===== src/rtl/seq_lut_gen.sv =====
// Table-driven sequence generator: the state walks Y <= TABLE[Y] under a small
// IDLE/RUN/HALT controller, with a saturating step count and seed-return detection.
module seq_lut_gen #(
   parameter int unsigned W           = 4,
   parameter int unsigned CW          = 8,
   parameter bit          STOP_ON_CYC = 1'b1
) (
   input  logic          clk_i,
   input  logic          rst_i,
   input  logic          we_i,
   input  logic [W-1:0]  wa_i,
   input  logic [W-1:0]  wd_i,
   input  logic          load_i,
   input  logic [W-1:0]  seed_i,
   input  logic          run_i,
   input  logic          step_i,
   output logic [W-1:0]  y_o,
   output logic [CW-1:0] cnt_o,
   output logic          cyc_o,
   output logic          fix_o,
   output logic          busy_o
);

   localparam int unsigned Depth = 2 ** W;

   // Entry i of the 4-bit power-on table lives in bits [4*i +: 4].
   localparam logic [63:0] Def4 = {4'h5, 4'h5, 4'h9, 4'hA, 4'hB, 4'h4, 4'hC, 4'hF,
                                   4'h5, 4'h0, 4'h6, 4'hC, 4'h1, 4'hA, 4'h2, 4'h2};

   typedef enum logic [1:0] {StIdle, StRun, StHalt} state_e;

   state_e         state_q, state_d;
   logic [W-1:0]   tbl_q [Depth];
   logic [W-1:0]   y_q, y_d;
   logic [W-1:0]   seed_q, seed_d;
   logic [CW-1:0]  cnt_q, cnt_d;
   logic           cyc_q, cyc_d;
   logic [W-1:0]   next_y;
   logic           hit;
   logic           adv;

   function automatic logic [W-1:0] tbl_init(input int unsigned idx);
      logic [3:0] i4;
      i4 = idx[3:0];
      if (W == 4) begin
         return W'(Def4[{i4, 2'b00} +: 4]);
      end
      return W'(idx + 1);
   endfunction

   always_comb begin
      state_d = state_q;
      y_d     = y_q;
      seed_d  = seed_q;
      cnt_d   = cnt_q;
      cyc_d   = 1'b0;
      adv     = 1'b0;
      // Reads the table before any same-edge write lands.
      next_y  = tbl_q[y_q];
      hit     = (next_y == seed_q);

      if (load_i) begin
         y_d     = seed_i;
         seed_d  = seed_i;
         cnt_d   = '0;
         state_d = StIdle;
      end else begin
         unique case (state_q)
            StIdle: begin
               adv = run_i | step_i;
               if (run_i) begin
                  state_d = (hit && STOP_ON_CYC) ? StHalt : StRun;
               end
            end
            StRun: begin
               if (run_i) begin
                  adv = 1'b1;
                  if (hit && STOP_ON_CYC) begin
                     state_d = StHalt;
                  end
               end else begin
                  state_d = StIdle;
               end
            end
            StHalt: begin
               state_d = StHalt;
            end
            default: begin
               state_d = StIdle;
            end
         endcase

         if (adv) begin
            y_d   = next_y;
            cnt_d = (&cnt_q) ? cnt_q : cnt_q + CW'(1);
            cyc_d = hit;
         end
      end
   end

   always_ff @(posedge clk_i) begin
      if (rst_i) begin
         state_q <= StIdle;
         y_q     <= '0;
         seed_q  <= '0;
         cnt_q   <= '0;
         cyc_q   <= 1'b0;
         for (int unsigned i = 0; i < Depth; i++) begin
            tbl_q[W'(i)] <= tbl_init(i);
         end
      end else begin
         state_q <= state_d;
         y_q     <= y_d;
         seed_q  <= seed_d;
         cnt_q   <= cnt_d;
         cyc_q   <= cyc_d;
         if (we_i) begin
            tbl_q[wa_i] <= wd_i;
         end
      end
   end

   assign y_o    = y_q;
   assign cnt_o  = cnt_q;
   assign cyc_o  = cyc_q;
   assign busy_o = (state_q == StRun);
   assign fix_o  = (tbl_q[y_q] == y_q);

endmodule


===== config.mk =====
export PLATFORM = sky130hd
export DESIGN_NAME = seq_lut_gen
export DESIGN_NICKNAME = d
export VERILOG_FILES = /design/src/rtl/seq_lut_gen.sv
export SDC_FILE = /design/constraint.sdc
export NUM_CORES = 1
export LEC_CHECK = 0
export BUFFER_PORTS_ARGS = -buffer_cell sky130_fd_sc_hd__buf_2
export CORE_UTILIZATION = 60
export DETAILED_ROUTE_END_ITERATION = 7
export MAX_ROUTING_LAYER = met4
export PLACE_DENSITY = 0.8
export SETUP_SLACK_MARGIN = 0.1
export SKIP_CTS_REPAIR_TIMING = 1
export SLEW_MARGIN = 5
export SYNTH_ARGS = -nofsm -noshare
export SYNTH_HDL_FRONTEND = slang
export SYNTH_SLANG_ARGS = --single-unit

===== constraint.sdc =====
create_clock -name clk_i -period 6.7 [get_ports clk_i]
set_clock_uncertainty 0.2 [all_clocks]
set_input_delay 0.67 -clock clk_i [delete_from_list [all_inputs] [get_ports clk_i]]
set_output_delay 0.67 -clock clk_i [all_outputs]
set_load 0.01 [all_outputs]

Word-level counts from Yosys, hierarchy flattened
Memories as Yosys holds them, arrays and structs flattened. A register that Yosys moved wholly into a read port is not among the register bits.
Index checks and enable logic that the tools add are counted.
- bits in registers: 19
- memory bits (writable): 64
- input port bits: 18
- output and inout port bits: 15
- logic and storage cells: 75
- memories: 1
- add/sub/neg operators: 1
- eq/ne operators: 6
- mux-type cells: 51
- bitwise operators: 3
- reductions and logical operators: 8
- memory list (memory ; words ; bits a word ; read ports ; clocked after memory_dff ; wr ports ; line ; RTL):
    tbl_q ; 16 ; 4 ; 1 ; 1 ; 16 ; 33 ; logic [W-1:0] tbl_q [Depth];
- operator list (operator ; count):
    $mux 4 ; 27
    $mux 3 ; 8
    $mux 2 ; 5
    $mux 1 ; 9
    $add 8x1->8 const B ; 1
    $eq 4x4->1 ; 2
    $reduce_and 8->1 ; 1
    $pmux 2 s3 ; 1
    $reduce_and 2->1 ; 2
    $reduce_or 4->1 ; 1
    $ne 3x2->1 const B ; 1
    $reduce_or 3->1 ; 1
    $eq 2x1->1 const B ; 1
    $eq 2x2->1 const B ; 1
    $logic_not 2->1 ; 1
    $ne 2x2->1 const B ; 1
    $not 1->1 ; 2
    $pmux 1 s2 ; 1
    $reduce_bool 2->1 ; 1
    $reduce_or 2->1 ; 1
    $or 1x1->1 ; 1

Longest topological paths before layout
Gate-level depths: netlist (run 1).
- word-level depth: 7
- depth in mapped cells: 8
- depth with buffers taken out: 7

Worst setup path before layout (run 1)
OpenSTA, ideal clock, no wires.
- kind: register to output
- start point: register (tool-made name)
- end point: output port fix_o
- arrival time: 1.790 ns
- required time: 5.830 ns
- path slack: 4.040 ns
- stages on the path, launching flop included: 8
- path buffers: 1
- cells stage by stage: dfxtp_1 -> buf_8 -> mux4_2 -> mux2i_1 -> mux2_2 -> xor2_1 -> nand2_1 -> nor3_1
- RTL lines (what ; line ; RTL):
    to (decl) ; 20 ; output logic fix_o,

==> results.yml, run 1 <==
synth:
  synthArstFlopShare_pct: 0
  synthXorXnorAreaFrac_pct: 3.20
  yosys.area_share.simple_pct: 19.8
  ys_seq_area_share_pct: 57.9
  synth.avg_cell_area_um2: 13.0
  synthesis.nets: 336
  synthAdderAreaFrac_pct: 0.304
  ys.warnings.count: 0
  synth_edf_count: 64
  yosysUniqueCellTypes: 37
  synth_seq_cells: 87
  synth_compound_area_share_pct: 1.83
  synth_top_family_by_area: "simple AND/OR/NAND/NOR gates"
  synthFlopType: "edfxtp_1"
  synthMuxAreaShare_pct: 13.9
  synthCells: 317
  synthesis.area_mm2: 0.00411
worst_hold_path:
  min_path_type: "reg2reg"
  hold_start: "state_q[0]"
critical_path:
  worst_setup_path_end_kind: "output pin"
  crit_arrival_ps: 2680
  path_depth: 6
  path_delay_family: "multiplexers"
  slowest_delay_ps: 800
  rrSetupSlack_ps: 4020
  setup.worst_path.class: "reg2out"
  startpoint_type: "register"
  required_ps: 5830
  crit_end: "fix_o"
  critPathSlowestCell: "dfxtp_1"
  r2r_end: "state_q[0]"
  cp_num_buf_inv: 1
  crit_path_max_fanout: 14
  reg2reg_depth: 6
  crit_chain: "mux4_1 -> mux2i_1 -> mux2i_2 -> xor2_1 -> nor3_1 -> buf_2"
finish:
  syn2layout_area_growth_pct: 7.94
  fillers: 474
  multi_input_area_mm2: 0.00161
  diodes: 0
  layout.nets: 362
  regArea_mm2: 0.00238
  drive_gt1_share_pct: 23.0
sta:
  setup_tns_ps: 0
  finalCriticalPeriod_ps: 3550
  slew_headroom_pct: 51.1
  finalCritPeriodShare_pct: 53.0
  finalMaxSlewViolations: 0
  setup_slack_ps: 3150
  finalSetupViolCount: 0
  rsz0062_at_grt: "false"
  hold_viol_final: 0
  fmax_ghz: 0.282
  worst_slew_pin_slew_ps: 733
clock_network:
  cts_tree: "built"
  clk_path_buf_depth: 2
  htreeDepth: 3
  cts.sinks: 87
  cts_made_buffers: 9
  insertion_delay_ps: 350
  clockRootBuffer: "clkbuf_8"
  path_clk_slew_ps: 70
global_route:
  track_usage_pct: 24.4
  grt_pass1_wl_um: 12400
  grt_start_max_net_pins: 28
  grt-ovfl-total: 0
  grt_antenna_before_repair: 0
  grt_pass1_vias: 2378
floorplanning:
  ios: 33
  die_w_um: 84.8
  die_y_um: 84.8
  die-area_mm2: 0.00719
  rows: 29
  initial_core_util_pct: 63.3
  core_area_mm2: 0.00649
drt:
  initialDrtViolationCount: 130
  antenna_left: 0
  drc: 5
  num_vias: 2488
  avgRoutedWirePerCell_um: 18.4
  finalWirelength_um: 7810
  dr.pass1.iters: 7
  vias_per_cell: 5.85
place:
  gp_congestion: 0.822
  port_buffers: 32
  pre_cts_ws_ps: 3480
  hpwlAfterDp_um: 5500
pwr:
  max-vdd-ir-drop_mv: 0.127
  leakage_nw: 1.61
  power.density_mw_per_mm2: 248
job:
  cap_violations: 0
status:
  violations: "design-rule violations"
  status: "finished with violations"
## sequential cells by signal, indices dropped and copies added, names as in the netlist, named ones only
register,flops
y_o,4
tbl_q,64
state_q,2
seed_q,4
cyc_o,1
cnt_o,8
## cells in the mapped netlist, types with 2 or more instances
cell	n	area (um2)
a21oi_1	4	20.0
and2_1	37	231
buf_6	2	22.5
clkbuf_1	11	41.3
dfxtp_1	23	460
edfxtp_1	64	1920
inv_1	2	7.51
mux2_2	2	22.5
mux2i_1	19	190
mux2i_2	2	27.5
mux4_1	4	105
mux4_2	10	225
nand2_1	8	30.0
nand2b_1	12	75.1
nand3_1	4	20.0
nand3b_1	2	15.0
nor2_1	28	105
nor2b_1	3	18.8
nor3_1	5	25.0
o21a_1	2	15.0
o21ai_0	4	20.0
or2_2	20	125
or3_1	22	138
xnor2_1	3	26.3
xor2_1	12	105
## layer usage
layer | part of all wire, % | vias to the layer above | GRT usage, %
met2 | 49 | 80 | 38.1
met1 | 43 | 1214 | 31.9
li1 | - | 1183 | -
met3 | 6.1 | 11 | 3.54
met5 | 0 | - | -
met4 | 1.6 | 0 | 10.9
## kinds of logic (layout without fill, tap and decap cells)
kind of cell,count (synthesis),count (layout)
AO/OA/AOI/OAI,13,13
XOR/XNOR,15,15
adder cells (fa/ha/maj),1,1
buffers and inverters,19,50
flip-flops,87,87
multiplexers,37,37
AND/OR/NAND/NOR,145,145
## cell usage in the layout (no fill, tap or decap), types with 3 or more instances in the layout
master,synthesis,routed
or2_2,20,20
dfxtp_1,23,23
edfxtp_1,64,64
o21ai_0,4,4
nand3_1,4,4
xor2_1,12,12
nor2b_1,3,3
buf_2,0,32
nand2_1,8,8
nor3_1,5,5
mux2i_1,19,19
mux4_1,4,4
a21oi_1,4,4
nand2b_1,12,12
nor2_1,28,28
mux4_2,10,10
or3_1,22,22
and2_1,37,37
clkbuf_1,11,3
clkbuf_8,1,10
xnor2_1,3,3
## worst reg2reg max path, delay by kind of cell (launching register included)
| kind | cells | cell delay (ps) |
|---|---|---|
| muxes | 3 | 1020 |
| DFF | 1 | 800 |
| and+or+nand+nor | 2 | 340 |
| xor gates and xnor gates | 1 | 230 |
## worst min-delay path by stage
stage                 end  slack, ps  cells after the start
3_5_place_dp   state_q[1]        280                      1
4_1_cts        state_q[1]        290                      1
3_3_place_gp   state_q[1]        260                      1
2_1_floorplan  state_q[1]        250                      1
5_1_grt        state_q[1]        330                      1
6_report       state_q[1]        290                      1
## power breakdown
part           switching (mW)  internal [mW]
Clock                   0.175          0.168
Sequential             0.0260          0.607
Combinational          0.0642         0.0628
## final cells by class
| class | count | share of cell area (%) |
|---|---|---|
| Clock buffer | 14 | 3.92 |
| Clock inverter | 2 | 0.282 |
| Inverter | 2 | 0.169 |
| Multi-Input combinational cell | 211 | 36.2 |
| Sequential cell | 87 | 53.7 |
| Tap cell | 77 | 2.17 |
| Timing Repair Buffer | 32 | 3.61 |
## metrics by stage
step / power, mW / utilization (%) / area, um2 / hold slack [ps] / std cells
floorplan: 0.738 / - / 4110 / 250 / 317
global placement: 0.768 / 65.5 / 4250 / 262 / 409
detailed placement: 0.773 / 65.5 / 4250 / 277 / 409
CTS: 1.11 / 68.3 / 4440 / 288 / 425
global route: 1.14 / 68.3 / 4440 / 326 / 425
finish: 1.10 / 68.3 / 4440 / 293 / 425
(Power assumes the default switching activity.)
==> inputs of run 2 (changes only) <==
- ABC_AREA: default -> 1
- clock period: 6.7 -> 3.7 ns (I/O delays scaled with it)
==> results.yml, run 2 <==
status:
  status: "completed"
critical_path:
  path_depth: 9
  crit_chain: "buf_4 -> nand2_1 -> nand3_1 -> nand3_1 -> nand3_1 -> nand2_2 -> xor2_1 -> nor3_1 -> buf_2"
  setup.worst_path.class: "reg2out"
  crit_arrival_ps: 2500
  startpoint_type: "register"
  reg2reg_depth: 13
  worst_setup_path_end_kind: "output pin"
  cp_num_buf_inv: 2
  cpMostUsedCell: "nand3_1"
  critPathSlowestCell: "dfxtp_1"
  path_delay_family: "flip-flops"
  slowest_delay_ps: 810
  crit_path_max_fanout: 19
  required_ps: 3130
pwr:
  leakage_nw: 2.02
  power.density_mw_per_mm2: 430
  max-vdd-ir-drop_mv: 0.265
  power.total_mw: 1.98
synth:
  ys.warnings.count: 0
  synth_top_area_share_pct: 44.7
  synthesis.area_mm2: 0.00430
  synth_edf_count: 64
  yosysUniqueCellTypes: 29
  ys_top_cells_by_area: "edfxtp_1, nand2_1, dfxtp_1"
  synth.largest_area_cell: "edfxtp_1"
  synthTopCellsByCount: "nand2_1, inv_1, nor2_1"
  synthArstFlopShare_pct: 0
  synth.avg_cell_area_um2: 8.31
  synthesis.nets: 536
  yosysMostFrequentCell: "nand2_1"
  synthCells: 517
  synth_seq_cells: 87
  synthFlopType: "edfxtp_1"
  ys_seq_area_share_pct: 55.4
global_route:
  grt_pass1_vias: 3084
  grt_start_max_net_pins: 33
  grt_antenna_before_repair: 0
  track_usage_pct: 26.8
  grt-ovfl-total: 0
  grt_pass1_wl_um: 14600
clock_network:
  clk_path_buf_depth: 2
  cts_tree: "built"
  cts.sinks: 87
  htreeDepth: 3
  cts_made_buffers: 9
  path_clk_slew_ps: 80
  insertion_delay_ps: 350
  clockRootBuffer: "clkbuf_8"
sta:
  slew_headroom_pct: 50.6
  finalSetupViolCount: 0
  fmax_ghz: 0.326
  rsz0062_at_grt: "false"
  whs_ps: 109
  finalCriticalPeriod_ps: 3070
  worst_slew_pin_slew_ps: 740
  setup_tns_ps: 0
  finalCritPeriodShare_pct: 82.9
  hold_viol_final: 0
  finalMaxSlewViolations: 0
finish:
  regMostFlops: "tbl_q"
  syn2layout_area_growth_pct: 7.07
  fillers: 576
  multi_input_area_mm2: 0.00143
  final_core_util_pct: 67.0
  diodes: 0
  drive_gt1_share_pct: 12.2
  final_common_cell: "nand2_1"
  largest_register_ffs: 64
  layout_common_cells: "nand2_1, inv_1, nor2_1, edfxtp_1, nand3_1"
  regArea_mm2: 0.00238
  layout.nets: 563
floorplanning:
  die-area_mm2: 0.00751
  initial_core_util_pct: 62.6
  core_area_mm2: 0.00687
  rows: 30
  die_w_um: 86.6
  die_y_um: 86.6
  ios: 33
drt:
  drc: 0
  vias_per_cell: 5.26
  dr.pass1.iters: 5
  avgRoutedWirePerCell_um: 13.6
  num_vias: 3391
  initialDrtViolationCount: 356
  finalWirelength_um: 8780
  antenna_left: 0
place:
  port_buffers: 32
  gp_congestion: 0.862
  hpwlAfterDp_um: 6290
job:
  cap_violations: 0
worst_hold_path:
  min_path_type: "in2reg"
  whs_path_depth: 3
## run 2: path summary, 6_finish.rpt
check	endpoint	from	slack, ps
worst min-delay path	seed_q[1]	seed_i[1]	110
worst max-delay path	fix_o	register	630
worst min register to register	seed_q[3]	seed_q[3]	290
worst max register to register	state_q[0]	register	1220
## run 2: per-stage QoR
step                      cells  worst slack, ps  area, um2
final                       645              634       4600
after global placement      629             1090       4440
after CTS                   645              670       4600
after detailed placement    629             1060       4440
after floorplan             517             1720       4300
after global routing        645              394       4600
## run 2: cell families (layout without fill, tap and decap cells)
family          count (synthesis)  in the layout  synth area share [%]
xor+xnor                        4              4                 0.815
compound gates                 23             23                  3.00
buf+inv                       104            136                  11.2
fa+ha+maj                       1              1                 0.291
simple gates                  298            298                  29.3
flops                          87             87                  55.4
## run 2: cell type report
type | count | area share (%)
inverter | 87 | 7.31
timing repair buffer | 33 | 3.64
multi-input combinational | 326 | 31.2
clock buffer | 14 | 3.32
clock inverter | 2 | 0.190
sequential | 87 | 51.8
tap | 96 | 2.61
## run 2: layer usage
metal	up-vias	share of wire, %	GRT usage, %
met1	1577	44	35.1
met3	11	6.1	5.52
li1	1674	-	-
met2	129	48	41.1
met4	0	1.6	10.6
met5	-	0	-
## run 2: report_power, final
group | internal [mW] | total, mW | leakage, nW | switching (mW)
clock network | 0.261 | 0.573 | 0.0821 | 0.312
registers | 1.10 | 1.14 | 0.814 | 0.0387
logic | 0.0911 | 0.271 | 1.13 | 0.180
total | 1.45 | 1.98 | 2.02 | 0.531
## run 2: tightest hold or removal path: stages
cell	delay (ps)
buf_2	100
nand2_1	70
o22ai_1	70
==> inputs of run 3 (changes only) <==
- ABC_AREA: 1 -> 0
- CORE_UTILIZATION: 60 -> 54
- PLACE_DENSITY: 0.8 -> 0.76
- clock period: 3.7 -> 2.7 ns (I/O delays scaled with it)
==> results.yml, run 3 (synthesis gave the netlist of run 1 again) <==
status:
  status: "completed"
clock_network:
  clockRootBuffer: "clkbuf_8"
  cts_tree: "built"
  path_clk_slew_ps: 90
  cts.sinks: 87
  clk_path_buf_depth: 2
  htreeDepth: 3
  insertion_delay_ps: 360
  cts_made_buffers: 9
global_route:
  track_usage_pct: 23.6
  grt-ovfl-total: 0
  grt_antenna_before_repair: 0
  grt_pass1_wl_um: 12700
  grt_start_max_net_pins: 26
  grt_pass1_vias: 2407
job:
  cap_violations: 0
finish:
  diodes: 0
  stdcell_area_mm2: 0.00474
  drive_gt1_share_pct: 30.0
  regMostFlops: "tbl_q"
  final_core_util_pct: 64.9
  layout.nets: 384
  final_common_cell: "edfxtp_1"
  syn2layout_area_growth_pct: 15.2
  layout_common_cells: "edfxtp_1, and2_1, buf_2, nor2_1, or3_1"
  largest_register_ffs: 64
critical_path:
  path_delay_family: "multiplexers"
  critPathSlowestCell: "mux4_2"
  setup.worst_path.class: "reg2out"
  startpoint_type: "register"
  crit_path_max_fanout: 14
  slowest_delay_ps: 510
  worst_setup_path_end_kind: "output pin"
  crit_chain: "buf_12 -> buf_4 -> mux2i_1 -> mux4_2 -> mux2i_4 -> xor2_1 -> nor3_2 -> buf_2"
  crit_arrival_ps: 2200
  required_ps: 2230
  cp_num_buf_inv: 3
place:
  hpwlAfterDp_um: 5860
  gp_congestion: 0.793
  port_buffers: 32
  dpl_cell_area_mm2: 0.00437
drt:
  finalWirelength_um: 8430
  avgRoutedWirePerCell_um: 18.0
  dr.pass1.iters: 5
  antenna_left: 0
  initialDrtViolationCount: 198
  vias_per_cell: 5.50
  drc: 0
  num_vias: 2580
sta:
  slew_headroom_pct: 53.3
  finalCriticalPeriod_ps: 2670
  finalSetupViolCount: 0
  fmax_ghz: 0.374
  hold_viol_final: 0
  finalCritPeriodShare_pct: 99.0
  worst_slew_pin_slew_ps: 697
  rsz0062_at_grt: "true"
  whs_ps: 30.5
  finalMaxSlewViolations: 0
pwr:
  power.density_mw_per_mm2: 611
  power.total_mw: 2.89
  max-vdd-ir-drop_mv: 0.280
  leakage_nw: 1.74
floorplanning:
  core_area_mm2: 0.00729
  die-area_mm2: 0.00797
  ios: 33
  initial_core_util_pct: 56.4
  rows: 31
  die_y_um: 89.3
  die_w_um: 89.3
worst_hold_path:
  min_path_type: "in2reg"
==> run 3: changes by cell type in the layout (fill, tap and decap cells not counted), moves of 17 or more <==
cell     previous run  this run
or2_2               0        20
or3_1               0        22
and2_1              0        37
nor2_1             67        28
nand2_1           153         8
nand3_1            53         4
mux2i_1             0        17
inv_1              83         2
==> run 3: cell type report <==
cell class	instances	area (um2)
inverters	2	7.51
clock buffers	11	174
multi-input cells	211	1640
well taps	99	124
repair buffers	54	373
clock inverters	5	35.0
fillers	590	2560
flip-flops and latches	87	2390
==> run 3: path summary, 6_finish.rpt <==
| path | startpoint | end | slack, ps | cells after the start |
|---|---|---|---|---|
| min | run_i | state_q[1] | 30 | 3 |
| min reg2reg | state_q[0] | state_q[1] | 290 | 1 |
| max | register | fix_o | 30 | 8 |
| max reg2reg | register | state_q[0] | 460 | 8 |
==> run 3: power by group <==
group | internal (mW) | switching, mW | total, mW
sequential | 1.51 | 0.0513 | 1.56
combinational | 0.213 | 0.199 | 0.412
clock | 0.448 | 0.476 | 0.924
==> run 3: tightest hold or removal path: stages <==
cell and delay, ps:
buf_2 100, nand3b_1 100, o32ai_1 70
==> run 3: metrics by stage <==
step / cells / setup TNS [ps] / worst slack (ps)
2_1_floorplan: 317 / 0 / 440
3_3_place_gp: 441 / 0 / 321
3_5_place_dp: 441 / 0 / 269
4_1_cts: 457 / -139 / -139
5_1_grt: 469 / -82.2 / -82.2
6_report: 469 / 0 / 26.0
==> run 3: routing by layer <==
metal	vias to the layer above	wire (um)	GRT usage (%)
li1	1232	-	-
met1	1243	3560	30.4
met2	92	4210	37.1
met3	13	533	5.08
met4	0	130	8.95
met5	-	0	-
